`config.mk`:
```
export PLATFORM = sky130hd
export DESIGN_NAME = prog_loader
export DESIGN_NICKNAME = d
export VERILOG_FILES = /design/src/rtl/microsys_pkg.sv /design/src/rtl/ram_sp_64x8.sv /design/src/rtl/prog_loader.sv
export SDC_FILE = /design/constraint.sdc
export NUM_CORES = 1
export LEC_CHECK = 0
export BUFFER_PORTS_ARGS = -buffer_cell sky130_fd_sc_hd__buf_4
export CORE_MARGIN = 4
export CORE_UTILIZATION = 30
export CTS_BUF_LIST = sky130_fd_sc_hd__clkbuf_4 sky130_fd_sc_hd__clkbuf_8 sky130_fd_sc_hd__clkbuf_16
export CTS_CLUSTER_SIZE = 20
export DETAILED_ROUTE_END_ITERATION = 16
export PLACE_DENSITY_LB_ADDON = 0.05
export SLEW_MARGIN = 40
export SYNTH_ARGS = -nofsm -noshare
export SYNTH_HDL_FRONTEND = slang
export SYNTH_SLANG_ARGS = --single-unit
```
`constraint.sdc`:
```
create_clock -name clk -period 2.62 [get_ports clk]
set_input_delay 0.393 -clock clk [delete_from_list [all_inputs] [get_ports clk]]
set_output_delay 0.393 -clock clk [all_outputs]
set_load 0.05 [all_outputs]
```
`src/rtl/microsys_pkg.sv`:
```
// Shared constants and loader state encoding for the microsys program memory.
package microsys_pkg;

    localparam int ADDR_W = 6;
    localparam int DATA_W = 8;

    typedef enum logic [2:0] {
        IDLE,
        LOAD,
        CHECK,
        RUN,
        ERROR
    } loader_state_t;

endpackage

```
`src/rtl/ram_sp_64x8.sv`:
```
// Synchronous RAM with one muxed write port and a registered read port on the CPU address.
module ram_sp_64x8 #(
    parameter int ADDR_W = microsys_pkg::ADDR_W,
    parameter int DATA_W = microsys_pkg::DATA_W
) (
    input  logic              clk,
    input  logic              reset,
    input  logic              we,
    input  logic [ADDR_W-1:0] waddr,
    input  logic [DATA_W-1:0] wdata,
    input  logic [ADDR_W-1:0] raddr,
    output logic [DATA_W-1:0] rdata
);

    localparam int DEPTH = 2 ** ADDR_W;

    logic [DATA_W-1:0] mem_q [DEPTH];
    logic [DATA_W-1:0] rdata_q;
    logic [DATA_W-1:0] rdata_d;

    // Read samples the array before this cycle's write lands: same-address access returns old data.
    always_comb begin
        rdata_d = mem_q[raddr];
    end

    // Array contents are deliberately not cleared by reset.
    always_ff @(posedge clk) begin
        if (we) begin
            mem_q[waddr] <= wdata;
        end
    end

    always_ff @(posedge clk) begin
        if (reset) begin
            rdata_q <= '0;
        end else begin
            rdata_q <= rdata_d;
        end
    end

    assign rdata = rdata_q;

endmodule

```
`src/rtl/prog_loader.sv`:
```
// Program memory plus framed-stream loader; holds the CPU in reset until a checksummed image lands.
// Stream handshake: a byte transfers on a posedge where load_valid and load_ready are both high.
module prog_loader #(
    parameter int ADDR_W = microsys_pkg::ADDR_W,
    parameter int DATA_W = microsys_pkg::DATA_W
) (
    input  logic              clk,
    input  logic              reset,
    input  logic              load_valid,
    input  logic [DATA_W-1:0] load_data,
    output logic              load_ready,
    input  logic              load_start,
    input  logic [ADDR_W-1:0] cpu_addr,
    input  logic [DATA_W-1:0] cpu_wdata,
    input  logic              cpu_rw,
    output logic [DATA_W-1:0] cpu_rdata,
    output logic              cpu_reset,
    output logic              loaded,
    output logic              error
);

    import microsys_pkg::*;

    // One extra bit so a full-depth frame (LEN byte 0) has a distinct terminal count.
    localparam int CNT_W = ADDR_W + 1;

    loader_state_t     state_q, state_d;
    logic [CNT_W-1:0]  len_q, len_d;
    logic [CNT_W-1:0]  count_q, count_d;
    logic [CNT_W-1:0]  count_inc;
    logic [DATA_W-1:0] sum_q, sum_d;
    logic              load_ready_q, load_ready_d;
    logic              cpu_reset_q, cpu_reset_d;
    logic              loaded_q, loaded_d;
    logic              error_q, error_d;
    logic              xfer;

    logic              ram_we;
    logic [ADDR_W-1:0] ram_waddr;
    logic [DATA_W-1:0] ram_wdata;

    assign xfer      = load_valid & load_ready_q;
    assign count_inc = count_q + CNT_W'(1);

    always_comb begin
        state_d = state_q;
        len_d   = len_q;
        count_d = count_q;
        sum_d   = sum_q;
        error_d = error_q;
        case (state_q)
            IDLE: begin
                if (xfer) begin
                    if (load_data[ADDR_W-1:0] == '0) begin
                        len_d = CNT_W'(2 ** ADDR_W);
                    end else begin
                        len_d = CNT_W'(load_data[ADDR_W-1:0]);
                    end
                    count_d = '0;
                    sum_d   = '0;
                    error_d = 1'b0;
                    state_d = LOAD;
                end
            end
            LOAD: begin
                if (xfer) begin
                    sum_d   = sum_q + load_data;
                    count_d = count_inc;
                    if (count_inc == len_q) begin
                        state_d = CHECK;
                    end
                end
            end
            CHECK: begin
                if (xfer) begin
                    if (load_data == sum_q) begin
                        state_d = RUN;
                    end else begin
                        state_d = ERROR;
                        error_d = 1'b1;
                    end
                end
            end
            RUN: begin
                if (load_start) begin
                    state_d = IDLE;
                end
            end
            ERROR: begin
                if (load_start) begin
                    state_d = IDLE;
                end
            end
            default: begin
                state_d = IDLE;
            end
        endcase

        // Outputs are registered from the next state so they change on the same edge as the FSM.
        load_ready_d = (state_d == IDLE) || (state_d == LOAD) || (state_d == CHECK);
        cpu_reset_d  = (state_d != RUN);
        loaded_d     = (state_d == RUN);
    end

    always_ff @(posedge clk) begin
        if (reset) begin
            state_q      <= IDLE;
            len_q        <= '0;
            count_q      <= '0;
            sum_q        <= '0;
            load_ready_q <= 1'b1;
            cpu_reset_q  <= 1'b1;
            loaded_q     <= 1'b0;
            error_q      <= 1'b0;
        end else begin
            state_q      <= state_d;
            len_q        <= len_d;
            count_q      <= count_d;
            sum_q        <= sum_d;
            load_ready_q <= load_ready_d;
            cpu_reset_q  <= cpu_reset_d;
            loaded_q     <= loaded_d;
            error_q      <= error_d;
        end
    end

    // The CPU owns the write port only while running; otherwise the loader does.
    always_comb begin
        if (state_q == RUN) begin
            ram_we    = ~cpu_rw;
            ram_waddr = cpu_addr;
            ram_wdata = cpu_wdata;
        end else begin
            ram_we    = (state_q == LOAD) && xfer;
            ram_waddr = count_q[ADDR_W-1:0];
            ram_wdata = load_data;
        end
    end

    ram_sp_64x8 #(
        .ADDR_W (ADDR_W),
        .DATA_W (DATA_W)
    ) u_ram (
        .clk   (clk),
        .reset (reset),
        .we    (ram_we),
        .waddr (ram_waddr),
        .wdata (ram_wdata),
        .raddr (cpu_addr),
        .rdata (cpu_rdata)
    );

    assign load_ready = load_ready_q;
    assign cpu_reset  = cpu_reset_q;
    assign loaded     = loaded_q;
    assign error      = error_q;

endmodule

```
Word level (Yosys, flattened, before mapping)

Memories as Yosys holds them, arrays and structs flattened. A register that Yosys moved wholly into a read port is not among the register bits.
Cells that the tools add are included.

Logic and storage cells: 62
Bits in writable memories: 512
Output and inout bits: 12
Bits in registers: 29
Input port bits: 27
Memories kept: 1

Eq/ne operators: 14
$add $sub $neg: 2
Bitwise logic cells: 2
Multiplexer cells: 23
Reduce and logical (&&, ||, !) cells: 12

Memories:

| memory      | words | bits a word | rd ports | clocked after Yosys merged registers in | wr ports | RTL line          | RTL |
|---|---|---|---|---|---|---|---|
| u_ram.mem_q | 64    | 8           | 1        | 1                                       | 1        | ram_sp_64x8.sv:17 | `logic [DATA_W-1:0] mem_q [DEPTH];` |

Operators with widths:

| cell                | count |
|---|---|
| $mux 8              | 3 |
| $mux 7              | 3 |
| $mux 3              | 6 |
| $pmux 8 s2          | 1 |
| $pmux 7 s2          | 1 |
| $eq 3x2->1 const B  | 4 |
| $pmux 3 s4          | 1 |
| $add 8x8->8         | 1 |
| $eq 8x8->1          | 1 |
| $ne 2x2->1 const B  | 4 |
| $add 7x1->7 const B | 1 |
| $eq 7x7->1          | 1 |
| $eq 3x1->1 const B  | 2 |
| $logic_not 3->1     | 2 |
| $logic_not 6->1     | 1 |
| $mux 1              | 6 |
| $mux 6              | 1 |
| $reduce_and 4->1    | 1 |
| $reduce_bool 2->1   | 2 |
| $eq 3x3->1 const B  | 1 |
| $ne 3x2->1 const B  | 1 |
| $reduce_and 3->1    | 1 |
| $logic_or 1x1->1    | 2 |
| $pmux 1 s2          | 1 |
| 5 further kinds     | 5 |

Logic depth before layout (Yosys ltp)

Depth after elaboration: 8
Mapped depth: 9
Gate-level depth less buffers: 8

Cells and area by module

From an unflattened synthesis, not the netlist that was laid out.

Cell total of the unflattened synthesis: 1149
Area, all modules: 22039.9 um2

By module, submodules not included:

| module      | cells an instance | area an instance (um2) | instances | sequential area each (um2) |
|---|---|---|---|---|
| ram_sp_64x8 | 921               | 20120.5                | 1         | 15534.9 |
| prog_loader | 228               | 1919.3                 | 1         | 580.6 |

Worst setup path before layout

OpenSTA, ideal clock, no wires.

Kind: reg-to-reg
Start: reg load_ready_q (netlist: load_ready)
End: mem u_ram.mem_q[2][0], enable pin
Arrival time: 2.159 ns
Data required time: 2.249 ns
Period minus slack after synthesis: 2.530 ns
Path slack: 0.090 ns
Setup time: 0.371 ns
Path buffers: 1
Cell stages (with the launch flop): 7
Cell sequence: dfxtp_1 -> nand2_1 -> or2_2 -> clkbuf_1 -> o32ai_1 -> nand2_1 -> nor2_1

Longest elaborated chain between the ends: 5

Ends and longest elaborated chain:

| item                         | RTL line           | RTL |
|---|---|---|
| start, declared              | prog_loader.sv:32  | `logic load_ready_q, load_ready_d;` |
| start signal, assigned       | prog_loader.sv:120 | `load_ready_q <= load_ready_d;` |
| $and 1x1->1                  | prog_loader.sv:42  | `assign xfer = load_valid & load_ready_q;` |
| $logic_and 1x1->1            | prog_loader.sv:134 | `ram_we = (state_q == LOAD) && xfer;` |
| $mux 1                       | prog_loader.sv:129 | `if (state_q == RUN) begin` |
| $mux 1                       | ram_sp_64x8.sv:28  | `if (we) begin` |
| $mux 1 (not written as such) | ram_sp_64x8.sv:29  | `mem_q[waddr] <= wdata;` |
| end, declared                | ram_sp_64x8.sv:17  |  |

Every way passes these cells.

Worst setup path after layout

Start: reg state_q[2]
End: mem u_ram.mem_q[8][7], enable pin

Longest elaborated chain between the ends: 5
Elaborated cells between the ends (all ways): 7
Those cells by class: eq/ne (2); mux (4); reduce/logical (1)

Ends and longest elaborated chain:

| item                         | RTL line           | RTL |
|---|---|---|
| start, declared              | prog_loader.sv:27  | `loader_state_t state_q, state_d;` |
| start signal, assigned       | prog_loader.sv:116 | `state_q <= state_d;` |
| $eq 3x1->1                   | prog_loader.sv:134 |  |
| $logic_and 1x1->1            | prog_loader.sv:134 |  |
| $mux 1                       | prog_loader.sv:129 |  |
| $mux 1                       | ram_sp_64x8.sv:28  |  |
| $mux 1 (not written as such) | ram_sp_64x8.sv:29  |  |

Several ways; a longest one is shown, not always the timed one.

==> parameters.txt <==
Parameter                              Value

Run status
  Result of the run ... completed

Critical path
  Kind of cell adding the most delay to the critical path ... simple AND/OR/NAND/NOR gates
  Slowest stage cell, crit path ... sky130_fd_sc_hd__or3b_1
  Worst Path Max Fanout ... 8
  Buf+Inv Stages, Crit Path ... 2
  Critical Path, Cell by Cell ... or3b_1, or2_2, o32ai_1, nand2_1, buf_4, nor2_1, buf_4
  Critical Path Source Type ... flop
  Nature of the critical path endpoint ... flop
  Startpoint-to-endpoint class of the critical path ... flop to flop
  Most used cell along the critical path ... sky130_fd_sc_hd__buf_4
  Stage delay of the slowest cell on the critical path ... between 400 and 500 ps
  Data arrival, critical path ... between 2000 and 3000 ps
  Worst Path Required ... 2910 ps

Floorplan
  Area of the die ... roughly 0.078 sq mm
  Num rows ... approximately 100
  Area of the placeable core ... roughly 0.073 sq mm
  Height of the die ... around 280 microns
  Initial cell density of the core ... 0.302
  I/O pin count ... 39
  Die Width ... roughly 280 microns

Global routing
  Vias in the first global route ... between 10000 and 15000
  Wire length of the first global-routing pass ... 85.8 mm
  Gr ovfl total ... 0
  Pin count of the biggest net entering global routing ... 65
  GR Util All Layers ... 0.153
  Number of antenna violations at the first check in global routing ... 1

Placed design
  Port buffer count ... 38
  Setup slack at placement ... -67.4 ps
  Placed Cells incl. Taps ... roughly 2200
  Estimated wirelength of the detail-placed design ... about 38 mm
  Global placer's final weighted congestion ... ~0.73
  Cell area reported after detailed placement ... about 0.024 sq mm

STA
  Unrepaired setup endpoints after global routing ... no
  Number of max-slew violations in the final report ... 0
  Slew headroom ... 0.457
  Worst Tran Pin Value ... 815 ps
  Setup violations, final ... 0
  Highest attainable clock frequency ... around 420 MHz
  Portion of the clock cycle consumed by the worst path in the final layout ... 0.919
  Tmin final ... approximately 2400 ps
  Post-Route Skew ... between 20 and 25 ps
  Min setup slack post-route ... ~210 ps
  Worst hold slack after final layout ... 74.9 ps
  Number of failing hold endpoints at the final stage ... 0
  Final total negative setup slack ... 0 ps

Detailed routing
  Residual DRC count ... 0
  Antenna Nets Post-Route ... 0
  Number of iterations in the first detailed-routing pass ... 5
  Vias per std cell ... roughly 5
  First DRT Iteration DRCs ... roughly 850
  Wire per inst ... 25.6 microns
  Overall routed net length ... around 59 mm
  Detailed-route via count ... ~11000

Clocking
  Number of H-tree levels ... 3
  CTS Root Cell ... sky130_fd_sc_hd__clkbuf_16
  Sink Count ... around 550
  TritonCTS clock tree ... yes
  Source-to-sink clock delay at the later pin of the worst-skew pair ... about 600 ps
  Clock edge transition at the registers on the reported setup and hold paths ... 60 ps
  Maximum buffer depth of the clock tree ... 3
  Hold buffers post-CTS ... 0
  Number of CTS-inserted buffers ... 67

Synth
  Total standard cell area after synthesis ... about 0.022 sq mm
  Syn Nets ... 1152
  Sequential element share of the synthesized area ... 0.732
  Cell count after synthesis ... 1116
  Warning count from the yosys run ... 0
  Syn avg cell area ... between 15 and 20 sq um
  Async S/R FF share, synth ... 0
  Register bit total from synthesis ... 549
  Number of distinct library cell variants in the gate-level netlist after synthesis ... between 60 and 70
  Leading register cell type out of synthesis ... sky130_fd_sc_hd__edfxtp_1
  EDFF count, synth ... a little over 500

Power
  Leak pwr ... slightly below 9 nW
  PD cells ... 749 mW/mm^2
  Worst vdd ir ... around 0.40 mV

Layout
  Number of cells in the finished layout apart from fillers ... around 2300
  Number of nets in the layout ... roughly 1300
  Fraction of final layout cells sized beyond drive strength 1 ... 0.328
  Layout overhead on the synthesized area ... 21.0%
  Final design instance area without fill ... between 0.02 and 0.03 sq mm

Hold path
  Worst min-delay path category ... input port to flop

Flow run
  Number of max-cap violations ... 0
where the power goes:
group	total (W)	leakage [nW]	switching [W]	internal, W
registers	0.00966	4.90	0.0000392	0.00963
logic	0.00115	2.76	0.000685	0.000467
clock network	0.00917	1.08	0.00361	0.00555
total	0.0200	8.75	0.00434	0.0156
cell families (layout without fill, tap and decap cells):
kind of cell / after synthesis / in the layout / share of synthesized area
AO/OA/AOI/OAI: 92 / 92 / 0.0284
XOR/XNOR: 13 / 13 / 0.00517
adder cells (fa/ha/maj): 9 / 9 / 0.00545
buffers and inverters: 67 / 312 / 0.0158
flip-flops: 549 / 549 / 0.732
multiplexers: 174 / 174 / 0.169
other: 0 / 1 / 0
AND/OR/NAND/NOR: 212 / 212 / 0.0444
per-stage QoR:
stage               power (W)  utilization
floorplan              0.0105            -
global placement       0.0110        0.336
detailed placement     0.0110        0.336
CTS                    0.0203        0.366
global route           0.0207        0.366
finish                 0.0200        0.366
synthesized netlist by cell type, types with 10 or more instances:
library cell / number / area, sq um
sky130_fd_sc_hd__nor3_1: 13 / 65.1
sky130_fd_sc_hd__edfxtp_1: 512 / 15400
sky130_fd_sc_hd__nand3_1: 15 / 75.1
sky130_fd_sc_hd__buf_2: 11 / 55.1
sky130_fd_sc_hd__mux2_2: 14 / 158
sky130_fd_sc_hd__mux4_2: 135 / 3040
sky130_fd_sc_hd__nor2_1: 86 / 323
sky130_fd_sc_hd__clkbuf_1: 34 / 128
sky130_fd_sc_hd__dfxtp_1: 37 / 741
sky130_fd_sc_hd__mux4_1: 17 / 447
sky130_fd_sc_hd__nand2_1: 49 / 184
sky130_fd_sc_hd__xnor2_1: 10 / 87.6
sky130_fd_sc_hd__nor2b_1: 10 / 62.6
sky130_fd_sc_hd__a21oi_1: 27 / 135
layout by cell type (no fill, tap or decap), types with 3 or more instances in the layout:
cell type and n:
sky130_fd_sc_hd__a211oi_1 8, sky130_fd_sc_hd__o21ai_0 8, sky130_fd_sc_hd__o21a_1 3, sky130_fd_sc_hd__bufinv_16 6, sky130_fd_sc_hd__a21oi_1 27, sky130_fd_sc_hd__mux2i_1 8
sky130_fd_sc_hd__clkinv_1 17, sky130_fd_sc_hd__and2_1 3, sky130_fd_sc_hd__buf_12 13, sky130_fd_sc_hd__edfxtp_1 512, sky130_fd_sc_hd__or2_2 3, sky130_fd_sc_hd__xor2_1 3
sky130_fd_sc_hd__a22oi_1 8, sky130_fd_sc_hd__mux2_2 14, sky130_fd_sc_hd__inv_1 5, sky130_fd_sc_hd__nand2b_1 6, sky130_fd_sc_hd__a2111oi_0 4, sky130_fd_sc_hd__clkinv_2 7
sky130_fd_sc_hd__nor2_1 86, sky130_fd_sc_hd__xnor2_1 10, sky130_fd_sc_hd__nand3_1 15, sky130_fd_sc_hd__nand3b_1 7, sky130_fd_sc_hd__mux4_1 17, sky130_fd_sc_hd__clkbuf_16 68
sky130_fd_sc_hd__ha_1 8, sky130_fd_sc_hd__nor3_1 13, sky130_fd_sc_hd__nor2b_1 10, sky130_fd_sc_hd__nand2_1 49, sky130_fd_sc_hd__o22ai_1 7, sky130_fd_sc_hd__clkbuf_4 15
sky130_fd_sc_hd__or4_1 3, sky130_fd_sc_hd__or3_1 6, sky130_fd_sc_hd__mux4_2 135, sky130_fd_sc_hd__dfxtp_1 37, sky130_fd_sc_hd__inv_6 5, sky130_fd_sc_hd__buf_4 169
cell type report:
type                    count  area [sq um]
diodes                      1          2.50
clock buffers              84          1830
clock inverters            38           354
fillers                  6788         46200
inverters                   5          18.8
multi-input cells         500          5580
flip-flops and latches    549         16100
well taps                 959          1200
repair buffers            185          1570
path summary, 6_finish.rpt:
path	startpoint	end	slack, ps	cells after the start
worst max-delay path	state_q[2]$_SDFF_PP0_	u_ram.mem_q[8][7]$_DFFE_PP_	210	7
worst min-delay path	reset	len_q[4]$_SDFFE_PP0P_	70	2
worst max register to register	state_q[2]$_SDFF_PP0_	u_ram.mem_q[8][7]$_DFFE_PP_	210	7
worst min register to register	len_q[1]$_SDFFE_PP0P_	len_q[1]$_SDFFE_PP0P_	470	2
sequential cells by signal, indices dropped and copies added (netlist names):
name	cells
count_q	7
len_q	7
error	1
u_ram.mem_q	512
load_ready	1
cpu_reset	1
u_ram.rdata	8
sum_q	8
state_q	3
loaded	1
repair_timing:
item                       4_1_cts  5_1_grt
resized for setup                0        1
buffers inserted                 0        0
setup endpoints to repair        0        4
per-layer routing:
layer	GRT usage	routed length [microns]	vias up	part of all wire
li1	-	-	4997	-
met1	0.219	27900	5978	0.47
met2	0.244	28100	228	0.47
met3	0.0279	2210	74	0.037
met4	0.0356	1070	0	0.018
met5	0	0	-	0
(Power assumes the default switching activity.)
